## config.mk

```make
export PLATFORM = sky130hd
export DESIGN_NAME = mlp_driver
export DESIGN_NICKNAME = d
export VERILOG_FILES = /design/src/rtl/mlp_pkg.sv /design/src/rtl/mlp_result_fifo.sv /design/src/rtl/mlp_driver.sv
export SDC_FILE = /design/constraint.sdc
export NUM_CORES = 1
export LEC_CHECK = 0
export BUFFER_PORTS_ARGS = -buffer_cell sky130_fd_sc_hd__buf_2
export CORE_ASPECT_RATIO = 0.6
export CORE_UTILIZATION = 60
export CTS_CLUSTER_SIZE = 8
export DETAILED_ROUTE_END_ITERATION = 10
export GPL_ROUTABILITY_DRIVEN = 0
export PLACE_DENSITY = 0.84
export SYNTH_ARGS = -nofsm -noshare
export SYNTH_HDL_FRONTEND = slang
export SYNTH_HIERARCHICAL = 1
export SYNTH_SLANG_ARGS = --single-unit
export TNS_END_PERCENT = 20
```

## constraint.sdc

```tcl
create_clock -name clk -period 3.85 [get_ports clk]
set_input_delay 0.1925 -clock clk [delete_from_list [all_inputs] [get_ports clk]]
set_output_delay 0.1925 -clock clk [all_outputs]
set_load 0.02 [all_outputs]
```

## src/rtl/mlp_pkg.sv

```systemverilog
// Shared constants and FSM state type for the MLP host-side driver.
package mlp_pkg;

    localparam int unsigned MLP_DATA_W      = 8;
    localparam int unsigned MLP_TIMEOUT_CYC = 255;

    typedef enum logic [1:0] {
        IDLE,
        LAUNCH,
        WAIT_BUSY,
        WAIT_DONE
    } mlp_state_e;

endpackage

```

## src/rtl/mlp_result_fifo.sv

```systemverilog
// Small synchronous result FIFO; head is the oldest entry, count tracks occupancy.
module mlp_result_fifo
    import mlp_pkg::*;
#(
    parameter int unsigned DATA_W     = MLP_DATA_W,
    parameter int unsigned FIFO_DEPTH = 4,
    localparam int unsigned AW        = (FIFO_DEPTH > 1) ? $clog2(FIFO_DEPTH) : 1,
    localparam int unsigned CW        = $clog2(FIFO_DEPTH + 1)
) (
    input  logic              clk,
    input  logic              reset,
    input  logic              push,
    input  logic [DATA_W-1:0] push_data,
    input  logic              pop,
    output logic [DATA_W-1:0] head,
    output logic [CW-1:0]     count,
    output logic              full,
    output logic              empty
);

    logic [DATA_W-1:0] mem_q [FIFO_DEPTH];
    logic [AW-1:0]     wr_ptr_q;
    logic [AW-1:0]     rd_ptr_q;
    logic [CW-1:0]     count_q;
    logic              do_push;
    logic              do_pop;

    assign full    = (count_q == CW'(FIFO_DEPTH));
    assign empty   = (count_q == '0);
    assign count   = count_q;
    assign head    = mem_q[rd_ptr_q];
    assign do_push = push && !full;
    assign do_pop  = pop && !empty;

    // Storage is reset too so the downstream data bus reads zero out of reset.
    always_ff @(posedge clk or posedge reset) begin
        if (reset) begin
            mem_q    <= '{default: '0};
            wr_ptr_q <= '0;
            rd_ptr_q <= '0;
            count_q  <= '0;
        end else begin
            if (do_push) begin
                mem_q[wr_ptr_q] <= push_data;
                wr_ptr_q        <= wr_ptr_q + 1'b1;
            end
            if (do_pop) begin
                rd_ptr_q <= rd_ptr_q + 1'b1;
            end
            case ({do_push, do_pop})
                2'b10:   count_q <= count_q + 1'b1;
                2'b01:   count_q <= count_q - 1'b1;
                default: count_q <= count_q;
            endcase
        end
    end

endmodule

```

## src/rtl/mlp_driver.sv

```systemverilog
// Host side of the MLP init/ready handshake: launches one operation per
// accepted vector, queues results, and flags operations that never finish.
module mlp_driver
    import mlp_pkg::*;
#(
    parameter int unsigned DATA_W      = MLP_DATA_W,
    parameter int unsigned FIFO_DEPTH  = 4,
    parameter int unsigned TIMEOUT_CYC = MLP_TIMEOUT_CYC
) (
    input  logic              clk,
    input  logic              reset,
    input  logic              s_valid,
    output logic              s_ready,
    input  logic [DATA_W-1:0] s_data,
    output logic              mlp_init,
    input  logic              mlp_ready,
    output logic [DATA_W-1:0] mlp_input_block,
    input  logic [DATA_W-1:0] mlp_output_block,
    output logic              m_valid,
    input  logic              m_ready,
    output logic [DATA_W-1:0] m_data,
    input  logic              err_clr,
    output logic              err_timeout,
    output logic              busy
);

    localparam int unsigned TW = $clog2(TIMEOUT_CYC + 1);
    localparam int unsigned CW = $clog2(FIFO_DEPTH + 1);

    mlp_state_e        state_q, state_d;
    logic [DATA_W-1:0] in_blk_q, in_blk_d;
    logic [TW-1:0]     tmo_q, tmo_d;
    logic              err_q, err_d;
    logic              err_set;
    logic              push;
    logic              fifo_full;
    logic              fifo_empty;
    logic [CW-1:0]     fifo_count;
    logic              accept;
    logic              tmo_hit;

    assign s_ready         = (state_q == IDLE) && mlp_ready && !fifo_full && !reset;
    assign accept          = s_valid && s_ready;
    // Fires on the TIMEOUT_CYC-th cycle spent waiting after the init pulse.
    assign tmo_hit         = (tmo_q == TW'(TIMEOUT_CYC - 1));
    assign busy            = (state_q != IDLE);
    assign mlp_input_block = in_blk_q;
    assign err_timeout     = err_q;
    assign m_valid         = (fifo_count != '0);

    always_comb begin
        state_d  = state_q;
        in_blk_d = in_blk_q;
        tmo_d    = tmo_q;
        mlp_init = 1'b0;
        push     = 1'b0;
        err_set  = 1'b0;
        case (state_q)
            IDLE: begin
                if (accept) begin
                    in_blk_d = s_data;
                    state_d  = LAUNCH;
                end
            end
            LAUNCH: begin
                mlp_init = 1'b1;
                tmo_d    = '0;
                state_d  = WAIT_BUSY;
            end
            WAIT_BUSY: begin
                tmo_d = tmo_q + 1'b1;
                if (tmo_hit) begin
                    err_set = 1'b1;
                    state_d = IDLE;
                end else if (!mlp_ready) begin
                    state_d = WAIT_DONE;
                end
            end
            WAIT_DONE: begin
                tmo_d = tmo_q + 1'b1;
                if (mlp_ready) begin
                    push    = 1'b1;
                    state_d = IDLE;
                end else if (tmo_hit) begin
                    err_set = 1'b1;
                    state_d = IDLE;
                end
            end
            default: state_d = IDLE;
        endcase
        err_d = err_set ? 1'b1 : (err_clr ? 1'b0 : err_q);
    end

    always_ff @(posedge clk or posedge reset) begin
        if (reset) begin
            state_q  <= IDLE;
            in_blk_q <= '0;
            tmo_q    <= '0;
            err_q    <= 1'b0;
        end else begin
            state_q  <= state_d;
            in_blk_q <= in_blk_d;
            tmo_q    <= tmo_d;
            err_q    <= err_d;
        end
    end

    mlp_result_fifo #(
        .DATA_W     (DATA_W),
        .FIFO_DEPTH (FIFO_DEPTH)
    ) u_fifo (
        .clk       (clk),
        .reset     (reset),
        .push      (push),
        .push_data (mlp_output_block),
        .pop       (m_ready && !fifo_empty),
        .head      (m_data),
        .count     (fifo_count),
        .full      (fifo_full),
        .empty     (fifo_empty)
    );

endmodule

```

After elaboration in Yosys (flattened, before gate mapping)
Index checks and enable logic that the tools add are counted.
Operators by class
  bitwise operators: 2
  reduce and logical (&&, ||, !) cells: 21
  add/subtract/negate cells: 5
  muxes and demuxes: 22
  $lt $le $gt $ge: 3
  equal/unequal tests: 10
Operators with widths (number)
  $bwmux 32: 1
  $mux 8: 3
  $bmux 8 s2: 1
  $demux 8 s2: 1
  $pmux 8 s2: 1
  $mux 2: 5
  $add 8x1->8 const B: 1
  $eq 8x8->1 const B: 1
  $logic_and 1x1->1: 8
  $pmux 2 s4: 1
  $reduce_bool 2->1: 4
  $mux 1: 7
  $eq 2x2->1 const B: 3
  $ge 3x3->1 const B: 2
  $ne 3x3->1 const B: 2
  $not 2->3: 2
  $pmux 3 s2: 1
  $add 2x1->2 const B: 2
  $eq 2x1->1 const B: 2
  $add 3x1->3 const B: 1
  $eq 3x3->1 const B: 1
  $logic_not 1->1: 3
  $logic_not 3->1: 1
  $lt 3x1->1 const B: 1
  8 further kinds: 8
Storage, ports and cells
  output and inout bits: 21
  register bits: 58
  word-level logic and storage cells: 74
  bits of input ports: 22

Depth between registers and ports, before layout
  depth in word-level cells: 7
  mapped depth: 9
  mapped depth without buffers: 9

Hierarchy
Netlist, hierarchy kept.
By module, submodules not included
  mlp_result_fifo: cells each 115, area each 1788.0 um^2, seq. area each 975.9 um^2, times used 1
  mlp_driver: cells each 75, area each 887.1 um^2, seq. area each 475.5 um^2, times used 1

Worst setup path after synthesis
OpenSTA, ideal clock, no wires.
  kind: reg-to-reg
  from: register u_fifo.count_q[0] (netlist: u_fifo/count[0])
  to: register u_fifo.count_q[2] (netlist: u_fifo/count[2])
  data required time: 3771 ps
  slack: 1812 ps
  stages on the path, launching flop included: 9
  setup time: 79 ps
  arrival time: 1959 ps
  clock period less this slack: 2038 ps
  path through: dfrtp_1 nor3b_2 or2b_2 ha_1 inv_1 fa_1 xor2_1 nor2_1 xor2_1
RTL lines
  start: declaration: line mlp_result_fifo.sv:24  | logic [CW-1:0] count_q;
  start signal: assignment: line mlp_result_fifo.sv:51  | 2'b10: count_q <= count_q + 1'b1;
  start signal: assignment: line mlp_result_fifo.sv:52  | 2'b01: count_q <= count_q - 1'b1;
  start signal: assignment: line mlp_result_fifo.sv:53  | default: count_q <= count_q;
  $eq 3x3->1 (*): line mlp_result_fifo.sv:28  | assign full = (count_q == CW'(FIFO_DEPTH));
  named net fifo_full: line mlp_driver.sv:36  | logic fifo_full;
  $logic_not 1->1 (*): line mlp_result_fifo.sv:32  | assign do_push = push && !full;
  $logic_and 1x1->1 (*): line mlp_result_fifo.sv:32
  $eq 2x1->1 / $eq 2x2->1 (equally long branches): line mlp_result_fifo.sv:50  | case ({do_push, do_pop})
  $pmux 3 s2 / $reduce_bool 2->1 (equally long branches)
Mark *: on every way through the listed nets, which the timed path passes. The rest lies on a longest branch.
A chain may end at the register's enable or synchronous reset.

Final worst setup path
Same ends and word-level chain as after synthesis.

==> out/metrics.csv <==
stage;metric;value;unit
run_status;outcome;completed;
yosys;yosysTopAreaCellShare;54.26;%
global_route;grt_max_degree;40;
yosys;synthDistinctLibCells;32;
critical_path;worst-path-max-fanout;6;
critical_path;crit_family;simple AND/OR/NAND/NOR gates;
hold_path;hp-class;input port to asynchronous set/reset pin;
sta;worst_slew_pin_slew;0.7155;ns
yosys;synth_top_area_cell;dfrtp_1;
clock_tree;clkTransAtPathRegs;0.06;ns
yosys;synthXorXnorAreaFrac;2.619;%
detailed_routing;via_per_inst;5.549;
critical_path;startpoint_type;flop;
yosys;synthFlopType;dfrtp_1;
sta;final.setup.tns;0;ns
yosys;synthesis.area;2675;µm²
clock_tree;clock_path_buffers;2;
yosys;synth_nets;220;
detailed_routing;dr.pass1.iters;4;
place;portBuffers;42;
yosys;synthCells;190;
sta;whs;0.01045;ns
yosys;synth.area.top_cells;dfrtp_1, mux2_2, mux4_2;
critical_path;worst-setup-path-type;flop to flop;
finish;diodes;0;
global_route;grtUsageMet2;36.15;%
global_route;antenna_found_initial;0;
critical_path;worstPathRequired;4.11;ns
sta;fin_worst_skew;0.006165;ns
clock_tree;clockRootBuffer;clkbuf_8;
clock_tree;clk_latency;0.33;ns
sta;drv_slew;0;
clock_tree;cts_tree;yes;
critical_path;cpMostUsedCell;xor2_1;
clock_tree;cts_resized;0;
critical_path;path_buf_inv;1;
yosys;synthSimpleGateAreaFrac;7.109;%
detailed_routing;vias;1698;
place;dp_hpwl;3561;µm
critical_path;crit_slowest_cell;nor3b_2;
sta;min_period_over_period;59.51;%
finish;drive_gt1_share;45.93;%
yosys;ys_async_sr_fraction;100.0;%
detailed_routing;drc_errors;0;
global_route;grt_overflow;0;
power_and_ir_drop;p_per_area;853.1;nW/µm²
die;core-area;4189;µm²
clock_tree;cts_max_level;3;
detailed_routing;first_iter_violations;106;
yosys;syn-mean-instance-area;14.08;µm²
clock_tree;cts_setup_buffers;0;
die;die_area;4738;µm²
yosys;netlist_top_cells_count;dfrtp_1, mux2_2, inv_1;
yosys;ys_seq_elements;58;
detailed_routing;routed_wirelength;5107;µm
yosys;synth_most_common_cell;dfrtp_1;
yosys;synth_compound_area_share;3.929;%
flow_run;drv_cap;0;
critical_path;cp-end-kind;flop;
die;die_w;88.20;µm
clock_tree;hold_buffers;0;
global_route;grt_usage;24.27;%
die;io_pins;43;
critical_path;crit_chain;nor3b_2 > or2b_2 > ha_1 > inv_1 > fa_1 > xor2_1 > nor2_1 > xor2_1;
detailed_routing;wl_per_cell;16.69;µm
global_route;grt.met1_usage;32.56;%
yosys;synth_top_family_by_area;multiplexers;
critical_path;cp_slowest_stage_delay;0.48;ns
clock_tree;cts_buffers;9;
die;num_rows;18;
sta;fin_crit;2.291;ns
yosys;synth_mux_area_share;25.49;%
sta;fmax;0.4365;GHz
die;initial_core_util;63.86;%
yosys;seq_area_frac_synth;54.26;%
global_route;grt_pass1_wl;7941;µm
global_route;busiest_layer;met2;
yosys;yosysWarningCount;6;
yosys;synth-edff-count;0;
sta;slew-limit-headroom;52.25;%
power_and_ir_drop;leakagePower;1.517;nW
sta;finalSetupViolations;0;
yosys;synth_fa_ha_area_share;4.022;%
clock_tree;cts.sinks;58;
power_and_ir_drop;vdd_drop_max;0.3741;mV
finish;syn_to_final_growth;17.59;%
finish;final_nets;271;
sta;hold_viol;0;
critical_path;arrival;2.55;ns
detailed_routing;ant_nets;0;
die;die_y;53.72;µm
sta;rsz0062_at_grt;no;
global_route;grt_pass1_vias;1619;
global_route;grt_use_met3;8.742;%
[final cells by class]
type                       instances  area, µm²
sequential                        58       1451
multi-input combinational        116       1155
fill                             272       1044
timing repair buffer              43      217.7
clock buffer                      14      162.7
tap                               60      75.07
inverter                          13      48.80
clock inverter                     2      35.03
[final timing paths]
kind	startpoint	slack [ns]	cells after the start	to
worst max-delay path	u_fifo/count[0]	1.56	8	u_fifo/count[2]
worst min-delay path	reset	0.01	2	state_q[1]
worst max register to register	u_fifo/count[0]	1.56	8	u_fifo/count[2]
worst min register to register	tmo_q[7]	0.49	1	tmo_q[7]
max in group asynchronous	reset	3.38	2	mlp_input_block[3]
min in group clk	err_clr	0.05	2	err_timeout
[cell usage in the layout, fill, tap and decap left out, types with 2 or more instances in the layout]
cell type	synthesis	final
clkbuf_8	0	11
nand2_1	11	11
o211ai_1	3	3
inv_1	13	13
o31ai_1	4	4
clkbuf_1	0	3
nor3_1	2	2
nor2_2	4	4
nand3_1	3	3
dfrtp_1	58	58
mux4_2	8	8
mux2_2	33	33
nand4_1	3	3
nand2b_1	2	2
o22ai_1	3	3
o21ai_0	3	3
ha_1	7	7
mux2_4	8	8
buf_2	1	42
nor2_1	3	3
xor2_1	4	4
xnor2_1	4	4
or3_1	2	2
[stage by stage]
step	cell area, µm²	setup WS (ns)	std cells	power [W]	utilization, %
6_report	3146	1.559	306	0.002683	75.09
5_1_grt	3146	1.357	306	0.002852	75.09
4_1_cts	3146	1.548	306	0.002699	75.09
3_5_place_dp	2948	1.609	290	0.002125	70.37
3_3_place_gp	2948	1.711	290	0.002080	70.37
2_1_floorplan	2675	1.812	190	0.001838	-
[routing by layer]
| layer | vias up | routed length, µm |
|---|---|---|
| met5 | - | 0 |
| met3 | 8 | 245 |
| met2 | 49 | 2268 |
| met1 | 854 | 2534 |
| li1 | 787 | - |
| met4 | 0 | 59 |
[sequential cells by signal (all words and copies together) (netlist names)]
name	count
u_fifo/mem_q	32
mlp_input_block	8
tmo_q	8
u_fifo/count	3
state_q	2
u_fifo/rd_ptr_q	2
u_fifo/wr_ptr_q	2
err_timeout	1
[power by group]
part	internal (W)	total, W	switching (W)
clock	0.000334	0.000559	0.000225
combinational	0.000532	0.00101	0.000478
sequential	0.000881	0.00111	0.000234
[worst reg2reg max path, delay by kind of cell, from the launching register on]
family	cells	cell delay [ns]
xor+xnor	2	0.30
fa+ha+maj	2	0.58
buf+inv	1	0.06
flops	1	0.44
simple gates	3	0.84
[cell families (layout without fill, tap and decap cells)]
kind of cell | count (synthesis) | count (layout)
compound gates | 15 | 15
fa+ha+maj | 8 | 8
xor+xnor | 8 | 8
simple gates | 35 | 35
mux | 50 | 50
flops | 58 | 58
buf+inv | 16 | 72
Power figures use the tool's default switching activity.
